--- src/rtl/pc_sequencer_pkg.sv ---
// pc_sequencer_pkg: shared op and cond_sel encodings for the sequencer and the instruction decoder
package pc_sequencer_pkg;
  localparam logic [2:0] OP_NEXT = 3'b000;
  localparam logic [2:0] OP_JUMP = 3'b001;
  localparam logic [2:0] OP_CALL = 3'b010;
  localparam logic [2:0] OP_RET  = 3'b011;
  localparam logic [2:0] OP_HOLD = 3'b100;
  localparam logic [2:0] COND_ALWAYS   = 3'b000;
  localparam logic [2:0] COND_BOOL     = 3'b001;
  localparam logic [2:0] COND_ZERO     = 3'b010;
  localparam logic [2:0] COND_CARRY    = 3'b011;
  localparam logic [2:0] COND_OVERFLOW = 3'b100;
endpackage

--- src/rtl/return_stack.sv ---
// return_stack: LIFO of return addresses
//   push/pop (mutually exclusive, caller guarantees no push when full / pop when empty)
//   push_data in, top = most recent entry, level = valid entries, full/empty decodes
module return_stack
  import pc_sequencer_pkg::*;
#(
  parameter int PC_W        = 6,
  parameter int STACK_DEPTH = 4
) (
  input  logic                               clk,
  input  logic                               reset,
  input  logic                               push,
  input  logic                               pop,
  input  logic [PC_W-1:0]                    push_data,
  output logic [PC_W-1:0]                    top,
  output logic [$clog2(STACK_DEPTH+1)-1:0]   level,
  output logic                               full,
  output logic                               empty
);
  localparam int LW = $clog2(STACK_DEPTH + 1);
  localparam int AW = STACK_DEPTH > 1 ? $clog2(STACK_DEPTH) : 1;
  logic [PC_W-1:0] mem [STACK_DEPTH];
  logic [AW-1:0] wr_idx, rd_idx;
  assign wr_idx = AW'(level);
  assign rd_idx = AW'(level - LW'(1));
  assign top    = mem[rd_idx];
  assign full   = level == LW'(STACK_DEPTH);
  assign empty  = level == '0;
  // storage is unreset: level alone decides what is visible
  always_ff @(posedge clk)
    if (push) mem[wr_idx] <= push_data;
  always_ff @(posedge clk or negedge reset)
    if (!reset) level <= '0;
    else if (push) level <= level + LW'(1);
    else if (pop) level <= level - LW'(1);
endmodule

--- src/rtl/pc_sequencer.sv ---
// pc_sequencer: program counter with conditional jump, call/return stack and sticky stack errors
//   clk, reset (async active-low), clk_enable qualifies every state update
//   op/cond_sel/target/flag_* select the next pc; clear_err clears sticky errors
//   pc, taken (redirect happened last advance), stack_level/full/empty, err_overflow/err_underflow
module pc_sequencer
  import pc_sequencer_pkg::*;
#(
  parameter int PC_W        = 6,
  parameter int STACK_DEPTH = 4,
  parameter int RESET_PC    = 0
) (
  input  logic                             clk,
  input  logic                             reset,
  input  logic                             clk_enable,
  input  logic [2:0]                       op,
  input  logic [2:0]                       cond_sel,
  input  logic [PC_W-1:0]                  target,
  input  logic                             flag_bool,
  input  logic                             flag_zero,
  input  logic                             flag_carry,
  input  logic                             flag_overflow,
  input  logic                             clear_err,
  output logic [PC_W-1:0]                  pc,
  output logic                             taken,
  output logic [$clog2(STACK_DEPTH+1)-1:0] stack_level,
  output logic                             stack_full,
  output logic                             stack_empty,
  output logic                             err_overflow,
  output logic                             err_underflow
);
  logic cond_true, do_jump, do_call, do_ret, call_ok, ret_ok, ovf, unf, redirect;
  logic [PC_W-1:0] pc_inc, top, next_pc;
  assign cond_true = cond_sel == COND_ALWAYS   ? 1'b1 :
                     cond_sel == COND_BOOL     ? flag_bool :
                     cond_sel == COND_ZERO     ? flag_zero :
                     cond_sel == COND_CARRY    ? flag_carry :
                     cond_sel == COND_OVERFLOW ? flag_overflow : 1'b0;
  assign do_jump  = op == OP_JUMP && cond_true;
  assign do_call  = op == OP_CALL && cond_true;
  assign do_ret   = op == OP_RET && cond_true;
  assign call_ok  = do_call && !stack_full;
  assign ret_ok   = do_ret && !stack_empty;
  assign ovf      = do_call && stack_full;
  assign unf      = do_ret && stack_empty;
  assign redirect = do_jump || call_ok || ret_ok;
  assign pc_inc   = pc + PC_W'(1);
  assign next_pc  = op == OP_HOLD ? pc :
                    do_jump || call_ok ? target :
                    ret_ok ? top : pc_inc;
  return_stack #(.PC_W(PC_W), .STACK_DEPTH(STACK_DEPTH)) u_stack (
    .clk       (clk),
    .reset     (reset),
    .push      (clk_enable && call_ok),
    .pop       (clk_enable && ret_ok),
    .push_data (pc_inc),
    .top       (top),
    .level     (stack_level),
    .full      (stack_full),
    .empty     (stack_empty)
  );
  // an error raised in the same advance as clear_err wins
  always_ff @(posedge clk or negedge reset)
    if (!reset) begin
      pc            <= PC_W'(RESET_PC);
      taken         <= 1'b0;
      err_overflow  <= 1'b0;
      err_underflow <= 1'b0;
    end else if (clk_enable) begin
      pc            <= next_pc;
      taken         <= redirect;
      err_overflow  <= ovf || (err_overflow && !clear_err);
      err_underflow <= unf || (err_underflow && !clear_err);
    end
endmodule

--- config.mk ---
export PLATFORM = sky130hd
export DESIGN_NAME = pc_sequencer
export DESIGN_NICKNAME = d
export VERILOG_FILES = /design/src/rtl/pc_sequencer_pkg.sv /design/src/rtl/return_stack.sv /design/src/rtl/pc_sequencer.sv
export SDC_FILE = /design/constraint.sdc
export NUM_CORES = 1
export LEC_CHECK = 0
export ABC_AREA = 1
export ABC_CLOCK_PERIOD_IN_PS = 2700
export BUFFER_PORTS_ARGS = -buffer_cell sky130_fd_sc_hd__buf_2
export CORE_UTILIZATION = 39
export CTS_CLUSTER_DIAMETER = 150
export DETAILED_ROUTE_END_ITERATION = 12
export PLACE_DENSITY = 0.66
export SLEW_MARGIN = 20
export SYNTH_ARGS = -nofsm -noshare
export SYNTH_HDL_FRONTEND = slang
export SYNTH_SLANG_ARGS = --single-unit
--- constraint.sdc ---
create_clock -name clk -period 2.7 [get_ports clk]
set_input_delay 0.135 -clock clk [delete_from_list [all_inputs] [get_ports clk]]
set_output_delay 0.135 -clock clk [all_outputs]
set_load 0.01 [all_outputs]
==> impl_metrics.tcl <==
set metrics [dict create \
    status "complete, no violations" \
    critical-path-top-delay-family "simple AND/OR/NAND/NOR gates" \
    cts_tree "built" \
    grt_max_degree 17 \
    grt_pass1_wl_mm 6.913 \
    die_area_um2 5384 \
    firstDrtPassIters 4 \
    hold_viol_final 0 \
    crit_fanout 6 \
    slew_headroom_pct 59.13 \
    finalCritPeriodShare_pct 80.36 \
    wl_per_cell_um 12.53 \
    port_buffers 33 \
    setup.worst_path.start_class "flop" \
    htree_levels 2 \
    setup_tns_ns 0 \
    yosys_warnings 0 \
    skew_ns 0.006111 \
    syn_inst 227 \
    grt_pass1_vias 1471 \
    area_delta_synth_final_pct 16.12 \
    synth-compound-area-share_pct 5.605 \
    rsz0062_at_grt "false" \
    synth_adder_area_share_pct 4.408 \
    slew_violations 0 \
    synth_mux_area_share_pct 0 \
    power_density_nw_per_um2 941.1 \
    place_congestion 0.7873 \
    crit_path_top_delay_cell "nor2_1" \
    worst_pin_slew_ns 0.6087 \
    final_cell_mix "nand2_1, inv_1, buf_2" \
    drc_errors 0 \
    r2r_setup_slack_ns 0.53 \
    nNetsFinal 293 \
    avgSynthCellArea_um2 8.753 \
    start_util_pct 41.25 \
    num_vias 1545 \
    synth.distinct_cells 26 \
    via_per_inst 4.626 \
    holdWs_ns 0.1300 \
    hold_path_depth 4 \
    final_common_cell "nand2_1" \
    reg2reg_depth 6 \
    die_h_um 73.38 \
    cts_root_buf "clkbuf_8" \
    path_class "reg2reg" \
    setup_viol 0 \
    numCtsBuffers 5 \
    ys_ff_latch 36 \
    grt_overflow 0 \
    die_w_um 73.38 \
    crit_start "u_stack.level[1]" \
    endpoint_kind "flop" \
    holdCritPathClass "in2reg" \
    syn_nets 254 \
    fmax_mhz 460.9 \
    ios 34 \
    antenna_found_initial 0 \
    clock_latency_ns 0.28 \
    synth_simple_gate_area_share_pct 25.82 \
    vdd_drop_max_v 0.0004530 \
    path_depth 6 \
    synth_top_family_by_area "simple AND/OR/NAND/NOR gates" \
    max-cap-violations 0 \
    post-route-min-period_ns 2.170 \
    required_ns 2.62 \
    ys_seq_area_share_pct 51.39 \
    cts_setup_buffers 0 \
    slowest_delay_ns 0.49 \
    cp_cell_sequence "inv_1 > ha_1 > ha_1 > inv_1 > nand4_1 > nor2_1" \
    drtAntennaViolNets 0 \
    drt_iter0_drc 105 \
    cts_resized 0 \
    core_area_um2 4817 \
    row_count 25 \
    hp-start "clear_err" \
    synth_xor_area_share_pct 2.645 \
    clockBufferDepth 2 \
    cts_sinks 36 \
    r2r-start "u_stack.level[1]" \
    worstPathArrival_ns 2.09 \
    p_leak_nw 1.144 \
    fillCellCount 489 \
    cp.buffers_inverters 2 \
    final_util_pct 47.90 \
    syn-cell-area_um2 1987 \
    drive_above_1_share_pct 19.10 \
    n_antenna_cell 0 \
    wl_mm 4.185 \
    grt_usage_pct 17.47 \
    hpwlAfterDp_mm 3.285 \
    clkSlewWorstSetupHoldPaths_ns 0.07 \
]
==> final cells by class <==
cell class              count  area, um2  share of cell area [%]
repair buffers             36      190.2                   8.243
clock buffers               7      76.32                   3.308
clock inverters             1      5.005                  0.2169
well taps                  67      83.83                   3.633
multi-input cells         143      764.5                   33.13
inverters                  44      166.4                   7.213
flip-flops and latches     36       1021                   44.25
==> flip-flops by register name, summed over array words and instances, names as in the netlist <==
| name | flops |
|---|---|
| err_overflow | 1 |
| err_underflow | 1 |
| pc | 6 |
| taken | 1 |
| u_stack.level | 3 |
| u_stack.mem | 24 |
==> power breakdown <==
| group | switching, mW | internal (mW) |
|---|---|---|
| Sequential | 0.0769 | 0.739 |
| Combinational | 0.663 | 0.337 |
| Clock | 0.175 | 0.181 |
| Total | 0.915 | 1.26 |
==> path summary, 6_finish.rpt <==
kind                                      to
min in group asynchronous       err_overflow
max in group asynchronous              pc[0]
max                        u_stack.mem[0][4]
min                            err_underflow
max reg2reg                u_stack.mem[0][4]
min reg2reg                     err_overflow
==> kinds of logic after synthesis <==
kind of cell             Yosys count
AND/OR/NAND/NOR                  112
buffers and inverters             48
flip-flops                        36
AO/OA/AOI/OAI                     18
adder cells (fa/ha/maj)            7
XOR/XNOR                           6
==> synthesized netlist by cell type <==
| master | count | share of area (%) |
|---|---|---|
| buf_6 | 2 | 1.1 |
| nand4_1 | 10 | 3.1 |
| nor3_1 | 1 | 0.25 |
| nor2_1 | 12 | 2.3 |
| edfxtp_1 | 24 | 36 |
| ha_1 | 7 | 4.4 |
| inv_2 | 1 | 0.19 |
| a31oi_2 | 1 | 0.63 |
| nand2_2 | 2 | 0.63 |
| inv_1 | 42 | 7.9 |
| o211ai_1 | 1 | 0.38 |
| clkbuf_4 | 1 | 0.38 |
| dfrtp_1 | 12 | 15 |
| o21ai_4 | 1 | 0.82 |
| nor3_4 | 1 | 0.82 |
| a21oi_1 | 13 | 3.3 |
| nand3_4 | 1 | 0.88 |
| nand2_4 | 1 | 0.57 |
| o21ai_0 | 2 | 0.50 |
| nand2_1 | 66 | 12 |
| nand3_1 | 17 | 4.3 |
| clkinv_2 | 1 | 0.25 |
| buf_2 | 1 | 0.25 |
| xor2_1 | 4 | 1.8 |
| nor3_2 | 1 | 0.50 |
| xnor2_1 | 2 | 0.88 |
==> metrics by stage <==
| step | setup WS [ns] | std cells | instance area, um2 | power, mW |
|---|---|---|---|---|
| floorplan | 0.4536 | 227 | 1987 | 1.498 |
| global placement | 0.6277 | 325 | 2216 | 1.821 |
| detailed placement | 0.5145 | 325 | 2216 | 1.824 |
| CTS | 0.5152 | 334 | 2307 | 2.182 |
| global route | 0.3466 | 334 | 2307 | 2.342 |
| finish | 0.5304 | 334 | 2307 | 2.171 |
==> timing repair <==
action | CTS | global route
endpoints found under the setup margin | 0 | 0
hold buffers | 1 | 0
hold endpoints to repair | 12 | 0
==> tightest hold or removal path: cells and delay by family <==
family	cells	cell delay, ns
buffers and inverters	1	0.08
and+or+nand+nor	3	0.17
==> routing by layer <==
layer  up-vias  global-route usage [%]  routed length (um)
met5         -                       0                   0
met3         7                   3.978                 136
met2        34                   29.22                2015
met1       702                   22.65                1967
met4         0                   5.342                  65
li1        802                       -                   -
No activity file was read; power rests on OpenSTA's default activity.
